--- src/rtl/avalon_burst_master.sv ---
// Avalon-MM burst master: takes one read/write command at a time and issues a single
// burst on the avl_* port, streaming write beats in and read beats out.
module avalon_burst_master #(
  parameter int unsigned ADDR_W     = 10,
  parameter int unsigned DATA_W     = 8,
  parameter int unsigned BCNT_W     = 10,
  parameter int unsigned RD_TIMEOUT = 255
) (
  input  logic              avl_clk,
  input  logic              avl_rst_n,
  input  logic              cmd_valid,
  output logic              cmd_ready,
  input  logic              cmd_write,
  input  logic [ADDR_W-1:0] cmd_address,
  input  logic [BCNT_W-1:0] cmd_burstcount,
  input  logic              wr_valid,
  input  logic [DATA_W-1:0] wr_data,
  output logic              wr_ready,
  output logic              rd_valid,
  output logic [DATA_W-1:0] rd_data,
  output logic              rd_last,
  output logic              done,
  output logic              error,
  output logic [ADDR_W-1:0] avl_address,
  output logic [BCNT_W-1:0] avl_burstcount,
  output logic              avl_beginbursttransfer,
  output logic              avl_read,
  output logic              avl_write,
  output logic [DATA_W-1:0] avl_writedata,
  input  logic [DATA_W-1:0] avl_readdata,
  input  logic              avl_readdatavalid
);

  localparam int unsigned IdleW = $clog2(RD_TIMEOUT + 1);

  typedef enum logic [2:0] {StIdle, StWrBurst, StRdReq, StRdData, StFinish} state_e;

  state_e              state_q, state_d;
  logic [ADDR_W-1:0]   addr_q, addr_d;
  logic [BCNT_W-1:0]   bcnt_q, bcnt_d;
  logic [BCNT_W-1:0]   beat_q, beat_d;
  logic [IdleW-1:0]    idle_q, idle_d;
  logic                err_q, err_d;
  logic                rd_valid_q, rd_valid_d;
  logic [DATA_W-1:0]   rd_data_q, rd_data_d;
  logic                rd_last_q, rd_last_d;
  logic                last_beat;

  assign last_beat      = (beat_q == bcnt_q - BCNT_W'(1));
  assign avl_address    = addr_q;
  assign avl_burstcount = bcnt_q;
  assign rd_valid       = rd_valid_q;
  assign rd_data        = rd_data_q;
  assign rd_last        = rd_last_q;

  always_comb begin
    state_d                = state_q;
    addr_d                 = addr_q;
    bcnt_d                 = bcnt_q;
    beat_d                 = beat_q;
    idle_d                 = idle_q;
    err_d                  = err_q;
    rd_valid_d             = 1'b0;
    rd_data_d              = rd_data_q;
    rd_last_d              = 1'b0;
    cmd_ready              = 1'b0;
    wr_ready               = 1'b0;
    avl_write              = 1'b0;
    avl_writedata          = '0;
    avl_read               = 1'b0;
    avl_beginbursttransfer = 1'b0;
    done                   = 1'b0;
    error                  = 1'b0;
    unique case (state_q)
      StIdle: begin
        cmd_ready = 1'b1;
        if (cmd_valid) begin
          addr_d  = cmd_address;
          bcnt_d  = (cmd_burstcount == '0) ? BCNT_W'(1) : cmd_burstcount;
          beat_d  = '0;
          idle_d  = '0;
          err_d   = 1'b0;
          state_d = cmd_write ? StWrBurst : StRdReq;
        end
      end
      StWrBurst: begin
        wr_ready = 1'b1;
        if (wr_valid) begin
          avl_write              = 1'b1;
          avl_writedata          = wr_data;
          avl_beginbursttransfer = (beat_q == '0);
          beat_d                 = beat_q + BCNT_W'(1);
          if (last_beat) state_d = StFinish;
        end
      end
      StRdReq: begin
        avl_read               = 1'b1;
        avl_beginbursttransfer = 1'b1;
        state_d                = StRdData;
      end
      StRdData: begin
        // A beat arriving in the timeout cycle still counts.
        if (avl_readdatavalid) begin
          rd_valid_d = 1'b1;
          rd_data_d  = avl_readdata;
          rd_last_d  = last_beat;
          beat_d     = beat_q + BCNT_W'(1);
          idle_d     = '0;
          if (last_beat) state_d = StFinish;
        end else if (idle_q == IdleW'(RD_TIMEOUT)) begin
          err_d   = 1'b1;
          state_d = StFinish;
        end else begin
          idle_d = idle_q + IdleW'(1);
        end
      end
      StFinish: begin
        done    = 1'b1;
        error   = err_q;
        state_d = StIdle;
      end
      default: state_d = StIdle;
    endcase
  end

  always_ff @(posedge avl_clk or negedge avl_rst_n) begin
    if (!avl_rst_n) begin
      state_q    <= StIdle;
      addr_q     <= '0;
      bcnt_q     <= '0;
      beat_q     <= '0;
      idle_q     <= '0;
      err_q      <= 1'b0;
      rd_valid_q <= 1'b0;
      rd_data_q  <= '0;
      rd_last_q  <= 1'b0;
    end else begin
      state_q    <= state_d;
      addr_q     <= addr_d;
      bcnt_q     <= bcnt_d;
      beat_q     <= beat_d;
      idle_q     <= idle_d;
      err_q      <= err_d;
      rd_valid_q <= rd_valid_d;
      rd_data_q  <= rd_data_d;
      rd_last_q  <= rd_last_d;
    end
  end

endmodule

--- config.mk ---
export PLATFORM = sky130hd
export DESIGN_NAME = avalon_burst_master
export DESIGN_NICKNAME = d
export VERILOG_FILES = /design/src/rtl/avalon_burst_master.sv
export SDC_FILE = /design/constraint.sdc
export NUM_CORES = 1
export LEC_CHECK = 0
export BUFFER_PORTS_ARGS = -buffer_cell sky130_fd_sc_hd__buf_2
export CAP_MARGIN = 20
export CORE_MARGIN = 4
export CORE_UTILIZATION = 40
export DETAILED_ROUTE_END_ITERATION = 10
export PLACE_DENSITY = 0.74
export SETUP_SLACK_MARGIN = 0.4
export SYNTH_ARGS = -nofsm -noshare
export SYNTH_HDL_FRONTEND = slang
export SYNTH_SLANG_ARGS = --single-unit
export TNS_END_PERCENT = 20
--- constraint.sdc ---
create_clock -name avl_clk -period 3.9 [get_ports avl_clk]
set_input_delay 0.39 -clock avl_clk [delete_from_list [all_inputs] [get_ports avl_clk]]
set_output_delay 0.39 -clock avl_clk [all_outputs]
set_load 0.005 [all_outputs]
==> flow_summary.toml <==
[route]
vias = 2464
drtAntennaViolNets = 0
drc_errors = 0
routed_wirelength_um = 6669
wl_per_cell_um = 13.55
vias_per_cell = 5.008
drt_iter0_markers = 150
firstDrtPassIters = 4

[die]
core_um2 = 6794
die_area_um2 = 8392
die_w_um = 91.61
start_util_pct = 41.16
fp.dieH_um = 91.61
rows = 30
ioPinCount = 87

[sta]
final-hold-violation-count = 0
slew_headroom_pct = 48.68
drv_slew = 0
rsz0062_at_grt = "false"
skew_ps = 12.23
tightest_slew_ps = 767.9
fin_crit_sh_pct = 62.24
max_freq_mhz = 412.0
setup_viol = 0
fin_crit_ps = 2427
finalSetupTns_ps = 0

[yosys]
ys_async_sr_fraction_pct = 100.0
synthCells = 316
yosys_warnings = 0
synth.distinct_cells = 48
synth-seq-cells = 52
avgSynthCellArea_um2 = 8.849
synth_nets = 362
synth-seq-area-share_pct = 46.53
synth_edf_count = 0
yosys_most_used_dff = "dfrtp_1"
syn_area_um2 = 2796

[worst_setup_path]
path_cells = "nor2b_2 > nand3_1 > inv_1 > nor3_2 > nor4b_2 > xnor2_1 > nor2_1"
r2r_slack_ps = 1470
crit_path_start_kind = "register"
crit_fanout = 13
crit_type = "register to register"
worstReg2RegStart = "state_q[0]$_DFFE_PN0P_"
cp_slowest_cell = "dfrtp_1"
ff2ff_path_depth = 7
path_buf_inv = 1
critical-path-top-delay-family = "simple AND/OR/NAND/NOR gates"
required_ps = 4110
arrival_ps = 2630
rr_endpoint = "idle_q[6]$_DFFE_PN0P_"
slowest_delay_ps = 580
cp-end-kind = "register"

[cts]
cts.sinks = 52
hold_buffers = 0
clk_latency_ps = 310
ctsRootBufferMaster = "clkbuf_8"
post_cts_buffers = 0
cts.clk_slew.worst_paths_ps = 100
cts_buffer_depth = 2
numCtsBuffers = 5
cts_tree = "done"
cts_max_level = 2
cts_resized = 0

[final_layout]
multi_input_area_um2 = 1388
stdcell_count = 492
design_area_um2 = 3422
ff_latch_area_um2 = 1301
nets = 441
n_antenna_cell = 0
area_delta_synth_final_pct = 22.37
fillers = 643
drive_gt1_share_pct = 27.02

[place]
dpl_cell_area_um2 = 3284
dpl.cell_count = 484
place.gp.congestion = 0.7972
portBuffers = 86
dp_hpwl_um = 4972

[outcome]
status = "complete, no violations"

[job]
drv_cap = 0

[global_route]
grt-ovfl-total = 0
grt_pass1_wl_um = 11070
grt_usage_pct = 16.18
antenna_found_initial = 0
grt_max_degree = 53
grt_pass1_vias = 2379

[power]
peakVddDrop_uv = 334.4
p_per_area_nw_per_um2 = 665.1
p_leak_uw = 0.001804

[hold_path]
hp-class = "primary input to async pin"
-- logic make-up after synthesis --
logic type	share of synthesized area, %
AND/OR/NAND/NOR	29.93
buffers and inverters	3.848
adder cells (fa/ha/maj)	1.790
flip-flops	46.53
multiplexers	1.477
AO/OA/AOI/OAI	7.964
XOR/XNOR	8.456
-- power breakdown --
| group | internal [uW] | total (uW) | switching [uW] |
|---|---|---|---|
| registers | 713 | 931 | 218 |
| clock network | 258 | 443 | 185 |
| logic | 414 | 902 | 488 |
-- area by class of cell --
class	instances	area share, %
Timing Repair Buffer	88	13.02
Tap cell	96	3.510
Multi-Input combinational cell	240	40.55
Inverter	8	0.8775
Clock buffer	5	2.011
Sequential cell	52	38.03
Clock inverter	3	2.011
-- placed cells by master (no fill, tap or decap), types with 2 or more instances in the layout --
| cell | instances |
|---|---|
| nand2_1 | 88 |
| buf_2 | 86 |
| dfrtp_1 | 52 |
| nor2_1 | 23 |
| xor2_1 | 16 |
| and2_1 | 11 |
| xnor2_1 | 11 |
| inv_1 | 8 |
| o21ai_0 | 8 |
| nor3_1 | 7 |
| a21oi_1 | 7 |
| nand4_1 | 7 |
| nand3_1 | 6 |
| and3_1 | 5 |
| clkbuf_8 | 5 |
| o31ai_1 | 4 |
| ha_1 | 4 |
| nor3_2 | 3 |
| nor4_1 | 3 |
| nand3b_1 | 3 |
| mux2i_1 | 3 |
| nor4b_1 | 3 |
| a21o_1 | 2 |
| a31oi_1 | 2 |
| and4_1 | 2 |
| a41o_1 | 2 |
| bufinv_16 | 2 |
| buf_4 | 2 |
-- how the worst max path moves through the flow --
stage / start / endpoint / slack [ps] / cells past startpoint
6_report: state_q[0]$_DFFE_PN0P_ / idle_q[6]$_DFFE_PN0P_ / 1470 / 7
5_1_grt: state_q[0]$_DFFE_PN0P_ / idle_q[4]$_DFFE_PN0P_ / 1240 / 7
3_3_place_gp: state_q[0]$_DFFE_PN0P_ / idle_q[6]$_DFFE_PN0P_ / 1620 / 7
3_5_place_dp: state_q[0]$_DFFE_PN0P_ / idle_q[6]$_DFFE_PN0P_ / 1510 / 7
2_1_floorplan: avl_burstcount[0]$_DFFE_PN0P_ / state_q[2]$_DFFE_PN0P_ / 1960 / 8
4_1_cts: state_q[0]$_DFFE_PN0P_ / idle_q[6]$_DFFE_PN0P_ / 1490 / 7
-- worst reg2reg max path, stage by stage (launching register included) --
cell	delay [ps]
dfrtp_1	580
nor2b_2	340
nand3_1	350
inv_1	410
nor3_2	160
nor4b_2	300
xnor2_1	140
nor2_1	50
-- metrics by stage --
step / hold slack [ps] / utilization (%) / power (uW) / setup WS, ps
2_1_floorplan: 94.41 / - / 1500 / 1959
3_3_place_gp: 454.3 / 48.34 / 1809 / 1625
3_5_place_dp: 457.5 / 48.34 / 1848 / 1512
4_1_cts: 196.3 / 50.37 / 2295 / 1495
5_1_grt: 241.1 / 50.37 / 2460 / 1243
6_report: 177.0 / 50.37 / 2276 / 1473
-- layer usage --
metal	vias to the layer above	GRT usage, %	routed length (um)
met5	-	0	0
met4	0	5.025	71
met3	5	3.692	376
met2	73	26.78	3163
met1	1169	21.03	3058
li1	1217	-	-
-- sequential cells by signal, indices dropped and copies added, names as in the netlist --
name	flops
beat_q	10
rd_data	8
state_q	3
avl_burstcount	10
err_q	1
avl_address	10
rd_last	1
idle_q	8
rd_valid	1
-- synthesized netlist by cell type, types with 2 or more instances --
library cell	count	area [um2]
nor4_1	3	18.77
a31oi_1	2	12.51
o21ai_0	8	40.04
buf_2	3	15.01
and2_1	11	68.82
and3_1	5	31.28
clkbuf_1	11	41.29
a41o_1	2	20.02
ha_1	4	50.05
nand3b_1	3	22.52
xnor2_1	11	96.34
a21o_1	2	15.01
nor3_1	7	35.03
inv_1	8	30.03
mux2i_1	3	30.03
nand3_1	6	30.03
nor2_1	23	86.33
nor3_2	3	30.03
dfrtp_1	52	1301
nor4b_1	3	26.28
a21oi_1	7	35.03
xor2_1	16	140.1
nand4_1	7	43.79
o31ai_1	4	30.03
and4_1	2	17.52
nand2_1	88	330.3
No activity file was read; power rests on OpenSTA's default activity.
